### config.mk
export PLATFORM = sky130hd
export DESIGN_NAME = lsu_pmem_ctrl
export DESIGN_NICKNAME = d
export VERILOG_FILES = /design/src/rtl/lsu_pkg.sv /design/src/rtl/lsu_lane_align.sv /design/src/rtl/lsu_pmem_ctrl.sv
export SDC_FILE = /design/constraint.sdc
export NUM_CORES = 1
export LEC_CHECK = 0
export BUFFER_PORTS_ARGS = -buffer_cell sky130_fd_sc_hd__buf_2
export CAP_MARGIN = 20
export CELL_PAD_IN_SITES_DETAIL_PLACEMENT = 1
export CELL_PAD_IN_SITES_GLOBAL_PLACEMENT = 1
export CORE_MARGIN = 4
export CORE_UTILIZATION = 39
export CTS_BUF_LIST = sky130_fd_sc_hd__clkbuf_8
export CTS_CLUSTER_DIAMETER = 40
export DETAILED_ROUTE_END_ITERATION = 7
export GPL_ROUTABILITY_DRIVEN = 0
export HOLD_SLACK_MARGIN = 0.1
export PLACE_DENSITY = 0.81
export SYNTH_ARGS = -nofsm -noshare
export SYNTH_HDL_FRONTEND = slang
export SYNTH_SLANG_ARGS = --single-unit
export TNS_END_PERCENT = 50
### constraint.sdc
create_clock -name clk -period 4.5 [get_ports clk]
set_input_delay 0.675 -clock clk [delete_from_list [all_inputs] [get_ports clk]]
set_output_delay 0.675 -clock clk [all_outputs]
set_load 0.02 [all_outputs]
### src/rtl/lsu_pkg.sv
// Shared encodings for the load/store physical-memory controller.
//   SZ_*  : request access size
//   ERR_* : response error code
//   state_t : controller FSM state
package lsu_pkg;
  localparam logic [1:0] SZ_B = 2'b00;
  localparam logic [1:0] SZ_H = 2'b01;
  localparam logic [1:0] SZ_W = 2'b10;

  localparam logic [1:0] ERR_OK       = 2'b00;
  localparam logic [1:0] ERR_MISALIGN = 2'b01;
  localparam logic [1:0] ERR_TIMEOUT  = 2'b10;

  typedef enum logic [1:0] {IDLE, BUSY, RESP} state_t;
endpackage

### src/rtl/lsu_lane_align.sv
// Combinational byte-lane alignment for one access.
//   size, off   : access size and byte offset within the word
//   uns         : zero-extend loads (else sign-extend)
//   wdata       : right-aligned store data
//   mem_rdata   : full word returned by memory
//   wstrb       : byte strobes for a store
//   wdata_rep   : store data replicated across lanes
//   load_ext    : shifted and extended load result
//   misaligned  : size/offset combination is not legal
module lsu_lane_align
  import lsu_pkg::*;
(
  input  logic [1:0]  size,
  input  logic [1:0]  off,
  input  logic        uns,
  input  logic [31:0] wdata,
  input  logic [31:0] mem_rdata,
  output logic [3:0]  wstrb,
  output logic [31:0] wdata_rep,
  output logic [31:0] load_ext,
  output logic        misaligned
);
  logic [3:0][7:0] rep;
  logic [31:0]     sh;

  // Byte repeats lane 0 everywhere, half repeats the low halfword pair.
  for (genvar i = 0; i < 4; i++) begin : g_lane
    assign rep[i] = (size == SZ_B) ? wdata[7:0] :
                    (size == SZ_H) ? wdata[8*(i%2) +: 8] :
                                     wdata[8*i +: 8];
  end
  assign wdata_rep = rep;

  assign misaligned = (size == 2'b11) ||
                      ((size == SZ_H) && off[0]) ||
                      ((size == SZ_W) && (off != 2'b00));

  always_comb begin
    wstrb = 4'b0000;
    case (size)
      SZ_B:    wstrb = 4'b0001 << off;
      SZ_H:    wstrb = 4'b0011 << off;
      SZ_W:    wstrb = 4'b1111;
      default: wstrb = 4'b0000;
    endcase
  end

  assign sh = mem_rdata >> {off, 3'b000};

  always_comb begin
    load_ext = mem_rdata;
    case (size)
      SZ_B:    load_ext = uns ? {24'b0, sh[7:0]}  : {{24{sh[7]}}, sh[7:0]};
      SZ_H:    load_ext = uns ? {16'b0, sh[15:0]} : {{16{sh[15]}}, sh[15:0]};
      default: load_ext = mem_rdata;
    endcase
  end
endmodule

### src/rtl/lsu_pmem_ctrl.sv
// Sequential load/store controller between the memory stage and a
// physical-memory port. One transaction at a time:
//   req_*  : valid/ready request from the core (accepted only in IDLE)
//   resp_* : valid/ready response (load data / error code)
//   mem_*  : memory request held until mem_ack or timeout
// Misaligned or illegal-size requests skip memory and answer ERR_MISALIGN.
module lsu_pmem_ctrl
  import lsu_pkg::*;
#(
  parameter int ADDR_W  = 32,
  parameter int TIMEOUT = 255,
  parameter int CNT_W   = $clog2(TIMEOUT + 1)
) (
  input  logic              clk,
  input  logic              rst,
  input  logic              req_valid,
  output logic              req_ready,
  input  logic              req_we,
  input  logic [ADDR_W-1:0] req_addr,
  input  logic [1:0]        req_size,
  input  logic              req_unsigned,
  input  logic [31:0]       req_wdata,
  output logic              resp_valid,
  input  logic              resp_ready,
  output logic [31:0]       resp_rdata,
  output logic [1:0]        resp_err,
  output logic              mem_req,
  output logic              mem_we,
  output logic [ADDR_W-1:0] mem_addr,
  output logic [31:0]       mem_wdata,
  output logic [3:0]        mem_wstrb,
  input  logic              mem_ack,
  input  logic [31:0]       mem_rdata
);
  state_t state, state_nxt;

  logic [CNT_W-1:0]  cnt;
  logic              cap_we, cap_uns;
  logic [ADDR_W-1:0] cap_addr;
  logic [1:0]        cap_size;
  logic [31:0]       cap_wdata;
  logic [31:0]       rdata_q;
  logic [1:0]        err_q;

  logic        idle, busy, tmo;
  logic [1:0]  al_size, al_off;
  logic [3:0]  wstrb;
  logic [31:0] wdata_rep, load_ext;
  logic        misaligned;

  assign idle = (state == IDLE);
  assign busy = (state == BUSY);
  assign tmo  = (cnt == CNT_W'(TIMEOUT - 1));

  // In IDLE the aligner checks the incoming request; afterwards it works
  // from the captured request, so the memory outputs stay stable in BUSY.
  assign al_size = idle ? req_size      : cap_size;
  assign al_off  = idle ? req_addr[1:0] : cap_addr[1:0];

  lsu_lane_align u_align (
    .size       (al_size),
    .off        (al_off),
    .uns        (cap_uns),
    .wdata      (cap_wdata),
    .mem_rdata  (mem_rdata),
    .wstrb      (wstrb),
    .wdata_rep  (wdata_rep),
    .load_ext   (load_ext),
    .misaligned (misaligned)
  );

  always_ff @(posedge clk or posedge rst) begin
    if (rst) state <= IDLE;
    else     state <= state_nxt;
  end

  always_comb begin
    state_nxt = state;
    case (state)
      IDLE: if (req_valid) state_nxt = misaligned ? RESP : BUSY;
      BUSY: if (mem_ack || tmo) state_nxt = RESP;
      RESP: if (resp_ready) state_nxt = IDLE;
      default: state_nxt = IDLE;
    endcase
  end

  always_ff @(posedge clk or posedge rst) begin
    if (rst) begin
      cnt       <= '0;
      cap_we    <= 1'b0;
      cap_uns   <= 1'b0;
      cap_addr  <= '0;
      cap_size  <= 2'b00;
      cap_wdata <= '0;
      rdata_q   <= '0;
      err_q     <= ERR_OK;
    end else begin
      case (state)
        IDLE: if (req_valid) begin
          cap_we    <= req_we;
          cap_uns   <= req_unsigned;
          cap_addr  <= req_addr;
          cap_size  <= req_size;
          cap_wdata <= req_wdata;
          cnt       <= '0;
          if (misaligned) begin
            rdata_q <= '0;
            err_q   <= ERR_MISALIGN;
          end
        end
        BUSY: begin
          // Ack takes priority over a timeout in the same cycle.
          if (mem_ack) begin
            rdata_q <= cap_we ? 32'b0 : load_ext;
            err_q   <= ERR_OK;
          end else if (tmo) begin
            rdata_q <= '0;
            err_q   <= ERR_TIMEOUT;
          end else if (cnt != '1) begin
            cnt <= cnt + CNT_W'(1);
          end
        end
        default: ;
      endcase
    end
  end

  assign req_ready  = idle;
  assign resp_valid = (state == RESP);
  assign resp_rdata = rdata_q;
  assign resp_err   = err_q;

  assign mem_req   = busy;
  assign mem_we    = busy & cap_we;
  assign mem_addr  = busy ? {cap_addr[ADDR_W-1:2], 2'b00} : '0;
  assign mem_wdata = busy ? wdata_rep : '0;
  assign mem_wstrb = (busy && cap_we) ? wstrb : 4'b0000;
endmodule

[Word-level counts from Yosys, hierarchy flattened]
Index checks and enable logic that the tools add are counted.
Storage, ports and cells
  register bits: 112
  bits of input ports: 105
  output and inout port bits: 106
  logic and storage cells: 78
Operators by class
  add/subtract/negate cells: 1
  equality and inequality tests: 15
  shift-type cells: 3
  muxes and demuxes: 35
  bitwise operators: 1
  reduce and logical (&&, ||, !) cells: 14
Operator list (count)
  two-way mux 32 bit: 9
  case mux 32 bit (2 select lines): 2
  two-way mux 8 bit: 9
  >> shifter 32 x 5 -> 16 bit: 1
  two-way mux 2 bit: 10
  case mux 8 bit (2 select lines): 1
  case mux 4 bit (3 select lines): 1
  adder 8 x 1 -> 8 bit, second input constant: 1
  == test 8 bit, second input constant: 1
  inequality test 2 x 1 -> 1 bit, second input constant: 4
  inequality test 8 bit, second input constant: 1
  == test 2 bit, second input constant: 3
  inequality test 2 bit, second input constant: 3
  case mux 2 bit (3 select lines): 1
  AND reduction 5 bit: 1
  == test 2 x 1 -> 1 bit, second input constant: 2
  zero test 2 bit: 2
  two-way mux 4 bit: 1
  case mux 2 bit (2 select lines): 1
  AND reduction 4 bit: 1
  nonzero test 2 bit: 2
  << shifter 1 x 2 -> 4 bit, first input constant: 1
  << shifter 2 x 2 -> 4 bit, first input constant: 1
  logical AND 1 bit: 3
  5 further kinds: 7

[Depth between registers and ports, before layout]
Gate-level depths: netlist of the first run.
  depth in word-level cells: 9
  depth in mapped cells: 8
  depth with buffers taken out: 7

[Hierarchy]
Synthesis of the first run repeated with hierarchy kept, for this count alone.
Unflattened totals
  cells, all modules: 710
  area total of the unflattened synthesis: 6209.7 um^2
Modules (own cells, without submodules)
  lsu_pmem_ctrl: instances 1, cells an instance 512, area each 4887.2 um^2, seq. area each 2802.7 um^2
  lsu_lane_align: instances 1, cells an instance 198, area each 1322.5 um^2, seq. area each 0.0 um^2

[Worst setup path after synthesis of the first run]
No wires, ideal clock.
  kind: register to output
  from: register state[0]
  to: output mem_wdata[27]
  arrival time: 2140 ps
  required time: 3825 ps
  path slack: 1685 ps
  cell stages (with the launch flop): 9
  path buffers: 3
  cells stage by stage: dfrtp_1 or2_1 buf_6 clkinv_4 mux2i_2 buf_2 buf_4 nor2_1 a211oi_1
Between the ends
  word-level cells in the longest chain between the ends: 6
  elaborated cells between the ends (all ways): 8
  those cells by class: 2 x eq/ne; 4 x mux; 2 x reduce/logical
RTL lines
  start, declared: line lsu_pmem_ctrl.sv:35  | state_t state, state_nxt;
  start signal, assigned: line lsu_pmem_ctrl.sv:74  | else state <= state_nxt;
  zero test 2 bit (*): line lsu_pmem_ctrl.sv:51  | assign idle = (state == IDLE);
  net req_ready: line lsu_pmem_ctrl.sv:17  | output logic req_ready,
  two-way mux 2 bit (*): line lsu_pmem_ctrl.sv:57  | assign al_size = idle ? req_size : cap_size;
  == test 2 x 1 -> 1 bit
  two-way mux 8 bit: line lsu_lane_align.sv:29  | (size == SZ_H) ? wdata[8*(i%2) +: 8] :
  two-way mux 8 bit (*): line lsu_lane_align.sv:28  | assign rep[i] = (size == SZ_B) ? wdata[7:0] :
  two-way mux 32 bit (*): line lsu_pmem_ctrl.sv:136  | assign mem_wdata = busy ? wdata_rep : '0;
  end, declared: line lsu_pmem_ctrl.sv:30  | output logic [31:0] mem_wdata,
The timed path passes the listed nets; every way through them passes the cells marked *.

[Final worst setup path of the first run]
  from: register state[0]
  to: output mem_wdata[24]
Between the ends
  word-level cells in the longest chain between the ends: 6
  elaborated cells between the ends (all ways): 8
  those cells by class: 2 x eq/ne; 4 x mux; 2 x reduce/logical
RTL lines (line)
  zero test 2 bit: lsu_pmem_ctrl.sv:51
  two-way mux 2 bit: lsu_pmem_ctrl.sv:57
  == test 2 x 1 -> 1 bit
  two-way mux 8 bit: lsu_lane_align.sv:29
  two-way mux 8 bit: lsu_lane_align.sv:28
  two-way mux 32 bit (*): lsu_pmem_ctrl.sv:136
Mark *: on every way between the ends. The rest lies on a longest branch, timed or not.

==> metrics, run 1 <==
hold-fix buffers at CTS 0; IO Count 211; Vias 5386; Hold Path Class in -> async; pre-CTS setup slack 1262 ps; fillcell total 1770; setup violators final 0; DRC viols 0; Unique masters post-synth 63; Die Wd 132.7 µm; DIE AREA 17610 µm²; crit path kind reg -> out; antenna violations before repair 3; first-pass GRT wire length 32160 µm; H-tree Lvls 3; wire length on met2 9616 µm; # clock sinks 112; final total power 5.227 mW; kind of end point of the critical path primary output; smallest hold slack 358.0 ps; vias in the first global route 5870; Setup TNS 0 ps; drt wl/cell 21.14 µm; DR pass1 iterations 6; drt first-iter violations 282; Resize count post-CTS 0; Final nets 861; Pins Over Slew Limit 0; Top Layer Used met5; metal1 wirelength 8410 µm; GRT overflow 0; DRT Wirelength 20020 µm; final std cells w/o fill 947; DP HPWL 14860 µm; outcome completed; crit start category register; Max Buffers Root-to-Sink 2; Antenna diodes 0; Placed Instance Area 7233 µm²; Clock Skew 9.441 ps; Port Buffers 208; placed instance count 931; post-DR vias/cell 5.687; routed wl met3 1598 µm; Req. time, crit path 3830 ps; #FFs+latches synth 112; Slew headroom 40.23%; final worst slack 782.8 ps; largest net degree at the start of global routing 56; CTS tree yes; CTS clk-pin slew, worst paths 110 ps; P&R area growth vs syn 22.26%; Detail Route Antenna Nets 0; number of synthesized flops with an enable pin 0; Main synth FF type dfrtp_1; Slew @ Worst Pin 887.2 ps; Hold Fails Final Rpt 0; Final period util 82.60%; PD cells 705.0 nW/µm²; Max Cap Violations 0; CORE AREA 15200 µm²; crit-path max FO 26; Max Freq 269.0 MHz; synthesized area 6065 µm²; final core occ 48.77%; Rows 45; maximum vdd drop 0.0002945 V; Ys Warns 0; Syn Inst Count 562; Arrival @ worst endpoint 3040 ps; CTS root buf clkbuf_8; Total Routing Usage GR 22.80%; TritonCTS Buffers 9; post-synthesis sequential area ratio 46.21%; Final Cell Area 7415 µm²; Worst-Skew Late Latency 400 ps; RSZ-0062 raised after global routing false; P_leak 3.565 nW; Post-synth ARST share 100.0%; Post-CTS Setup Repair Bufs 0; Die H 132.7 µm; starting density of the core 39.89%; Tmin final 3717 ps; Post-Syn Area per Cell 10.79 µm²; layout cell share with drive strength beyond 1 44.80%
critical path, cell delays in order (launching register included):
cell and delay, ps:
dfrtp_1 590, or2_1 460, clkinv_4 180, mux2i_4 710, nor2_1 80, a211oi_1 350, buf_2 240
Yosys cell counts, types with 4 or more instances:
| cell | n | area, µm² |
|---|---|---|
| o31ai_1 | 7 | 52.55 |
| a222oi_1 | 7 | 70.07 |
| clkbuf_1 | 17 | 63.81 |
| buf_4 | 5 | 37.54 |
| nor4_1 | 4 | 25.02 |
| a32o_1 | 9 | 90.09 |
| buf_6 | 5 | 56.30 |
| nand3_1 | 4 | 20.02 |
| xnor2_1 | 6 | 52.55 |
| a211oi_1 | 15 | 112.6 |
| and2_1 | 43 | 269.0 |
| o31ai_2 | 9 | 112.6 |
| o21ai_0 | 42 | 210.2 |
| buf_2 | 10 | 50.05 |
| a2111oi_0 | 7 | 61.31 |
| nand2_1 | 51 | 191.4 |
| inv_1 | 9 | 33.78 |
| a21oi_1 | 18 | 90.09 |
| dfrtp_1 | 112 | 2803 |
| mux2_2 | 75 | 844.6 |
| nor2_1 | 37 | 138.9 |
| mux2i_1 | 17 | 170.2 |
report_power, final:
part	switching, mW	leakage, nW	internal [mW]
combinational	1.74	2.08	1.09
sequential	0.340	1.39	1.47
clock	0.379	0.0931	0.209
total	2.46	3.56	2.77
layer usage:
metal / vias up / track usage [%]
li1: 2411 / -
met1: 2685 / 28.93
met2: 249 / 37.58
met3: 35 / 7.148
met4: 6 / 6.697
met5: - / 0
worst paths after layout:
kind | startpoint | endpoint | slack, ps | cells after the start
setup / recovery | state[0]$_DFFE_PP0P_ | mem_wdata[24] | 780 | 6
hold / removal | rst | cap_addr[25]$_DFFE_PP0P_ | 360 | 2
setup reg to reg | state[0]$_DFFE_PP0P_ | resp_rdata[3]$_DFFE_PP0P_ | 1180 | 7
hold reg to reg | resp_err[1]$_DFFE_PP0P_ | resp_err[1]$_DFFE_PP0P_ | 490 | 2
max in group asynchronous | rst | cap_size[1]$_DFFE_PP0P_ | 3040 | 3
min in group clk | req_unsigned | cap_uns$_DFFE_PP0P_ | 480 | 3
state kept, by name, indices dropped and copies added (netlist names):
register / count
resp_err: 2
cap_addr: 32
resp_rdata: 32
cap_size: 2
cnt: 8
cap_uns: 1
cap_wdata: 32
state: 2
cap_we: 1
final cells by class:
| type | instances | area (µm²) | area share [%] |
|---|---|---|---|
| flip-flops and latches | 112 | 2803 | 37.80 |
| clock buffers | 9 | 123.9 | 1.671 |
| multi-input cells | 401 | 3019 | 40.72 |
| well taps | 188 | 235.2 | 3.172 |
| inverters | 11 | 48.80 | 0.6581 |
| repair buffers | 219 | 1127 | 15.20 |
| clock inverters | 7 | 57.56 | 0.7762 |
cell families after synthesis:
kind of cell    count (synthesis)  share of synthesized area, %
mux                            94                         17.33
simple gates                  161                         13.72
other cells                     1                       0.06183
compound gates                136                         17.08
buf+inv                        50                         4.312
fa+ha+maj                       2                        0.4126
xor+xnor                        6                        0.8665
flops                         112                         46.21
cells in the final DEF, fill, tap and decap left out, types with 3 or more instances in the layout:
cell type | netlist | routed
nor2_1 | 37 | 37
nand2b_1 | 3 | 3
a211oi_1 | 15 | 15
mux2_2 | 75 | 75
and2_1 | 43 | 43
mux2i_1 | 17 | 17
a32o_1 | 9 | 9
o31ai_1 | 7 | 7
o21ai_0 | 42 | 42
a21oi_1 | 18 | 18
buf_2 | 10 | 208
nand2_1 | 51 | 51
o31ai_2 | 9 | 9
nor3_1 | 3 | 3
a222oi_1 | 7 | 7
nor4_1 | 4 | 4
clkbuf_8 | 0 | 9
clkinv_4 | 1 | 4
buf_4 | 5 | 10
a2111oi_0 | 7 | 7
inv_1 | 9 | 9
nand3_1 | 4 | 4
xnor2_1 | 6 | 6
a21oi_2 | 3 | 3
dfrtp_1 | 112 | 112
Note: power is estimated with default switching activity, not from simulation.
==> run 2, diff against run 1 <==
clock period = 3.5 ns   (was 4.5 ns; I/O delays follow)
==> run 2 against run 1 <==
- combinational power grew 28%
- non-clock buffer count up 1
- via count fell by 1.1%
- clock power is 25% higher
- power grew 28%
- global-route usage fell by 0.70 points
- clock-buffer cell count did not move
- critical path depth grew 1
- die area is the same
- largest power group unchanged
- clock skew rose by 4.7 ps
- sequential share of layout area hardly changed
==> metrics, run 2 (synthesis results as in run 1) <==
Total Routing Usage GR 22.10% (-0.70 points); DIE AREA 17610 µm² (unchanged); Detail Route Antenna Nets 0 (unchanged); P_leak 3.564 nW (about the same); maximum vdd drop 0.0003834 V (+30%); Hold Fails Final Rpt 0 (unchanged); setup violators final 0 (unchanged); RSZ-0062 raised after global routing false; Clock Skew 14.17 ps (+4.733 ps); drt wl/cell 20.75 µm (-1.8%); Max Cap Violations 0 (unchanged); Setup TNS 0 ps (unchanged); PD cells 901.2 nW/µm² (+28%); hold-fix buffers at CTS 0 (unchanged); P&R area growth vs syn 22.41%; Worst-Skew Late Latency 390 ps (about the same); IO Count 211 (unchanged); CTS root buf clkbuf_8; R2R Setup Slk 690 ps (-490 ps); DRC viols 0 (unchanged); Hold Path Class in -> async; CTS clk-pin slew, worst paths 110 ps (about the same); Slew @ Worst Pin 831.0 ps (-56.21 ps); R2R Path End resp_rdata[28]$_DFFE_PP0P_; final worst slack 212.5 ps (-570.3 ps); DR pass1 iterations 6 (unchanged); Slew headroom 44.60% (+4.4 points); kind of end point of the critical path primary output; Die H 132.7 µm (unchanged); starting density of the core 39.89% (unchanged); Post-CTS Setup Repair Bufs 0 (unchanged); DRT Wirelength 19700 µm (-1.6%); Final period util 93.93%; Resize count post-CTS 0 (unchanged); Arrival @ worst endpoint 2760 ps (-280 ps); Pins Over Slew Limit 0 (unchanged); DP HPWL 14670 µm (-1.3%); Tmin final 3287 ps; crit path kind reg -> out; smallest hold slack 285.3 ps (-72.70 ps); most common cell after layout, fill and taps aside buf_2; antenna violations before repair 2 (-1); Req. time, crit path 2970 ps (-860 ps); final total power 6.690 mW (+28%); Max Buffers Root-to-Sink 2 (unchanged); layout cell share with drive strength beyond 1 44.80% (unchanged); CTS tree yes; pre-CTS setup slack 708.6 ps (-553.5 ps); R2R cell count 5 (-2); fillcell total 1760 (-0.56%); first-pass GRT wire length 31290 µm (-2.7%); final core occ 48.83% (+0.058 points); # clock sinks 112 (unchanged); Rows 45 (unchanged); crit start category register; Vias 5328 (-1.1%); GRT overflow 0 (unchanged); Port Buffers 208 (unchanged); crit-path max FO 18 (-31%); commonest non-fill, non-tap cells in the layout buf_2, dfrtp_1, mux2_2; Die Wd 132.7 µm (unchanged); drt first-iter violations 333 (+18%); TritonCTS Buffers 9 (unchanged); outcome completed; post-DR vias/cell 5.614 (-1.3%); largest net degree at the start of global routing 65 (+16%); CORE AREA 15200 µm² (unchanged); R2R Path Start state[0]$_DFFE_PP0P_; vias in the first global route 5739 (-2.2%); Max Freq 304.2 MHz; H-tree Lvls 3 (unchanged); Final nets 862 (+0.12%)
## run 2: where the power goes
group	total (mW)	internal, mW	leakage [nW]	switching, mW
Combinational	3.63	1.42	2.09	2.21
Clock	0.737	0.260	0.0835	0.478
Sequential	2.32	1.89	1.39	0.434
## run 2: area by class of cell
cell class	instances	area, µm²	share of cell area, %
sequential	112	2803	37.75
antenna	2	5.005	0.06742
timing repair buffer	220	1144	15.41
inverter	11	48.80	0.6573
clock inverter	6	45.04	0.6068
multi-input combinational	401	3019	40.67
tap	188	235.2	3.169
clock buffer	9	123.9	1.669
## run 2: worst max-delay path: stages (launching register included)
cell and delay, ps:
dfrtp_1 590, or2_1 460, clkinv_4 180, mux2i_4 190, buf_4 250, nor2_1 60
a211oi_1 380, buf_2 250
## run 2: metrics by stage
step | instances | area (µm²)
after CTS | 947 | 7418
final | 949 | 7423
after detailed placement | 932 | 7249
after global routing | 949 | 7423
after floorplan | 563 | 6068
after global placement | 932 | 7249
## run 2: worst max-delay path by stage
| stage | start | endpoint | slack [ps] | depth (start not counted) |
|---|---|---|---|---|
| global route | state[0]$_DFFE_PP0P_ | mem_wdata[24] | 80 | 7 |
| detailed placement | state[0]$_DFFE_PP0P_ | mem_wdata[24] | 710 | 7 |
| floorplan | rst | cap_addr[0]$_DFFE_PP0P_ | 20 | 1 |
| finish | state[0]$_DFFE_PP0P_ | mem_wdata[24] | 210 | 7 |
| CTS | state[0]$_DFFE_PP0P_ | mem_wdata[24] | 250 | 7 |
| global placement | state[0]$_DFFE_PP0P_ | mem_wstrb[2] | 760 | 6 |
## run 2: layer usage
layer / part of all wire (%) / global-route usage (%) / vias to the layer above
met3: 9.0 / 6.540 / 34
met1: 41 / 28.16 / 2631
met5: 0 / 0 / -
met4: 2.4 / 7.737 / 0
met2: 48 / 35.96 / 252
li1: - / - / 2411
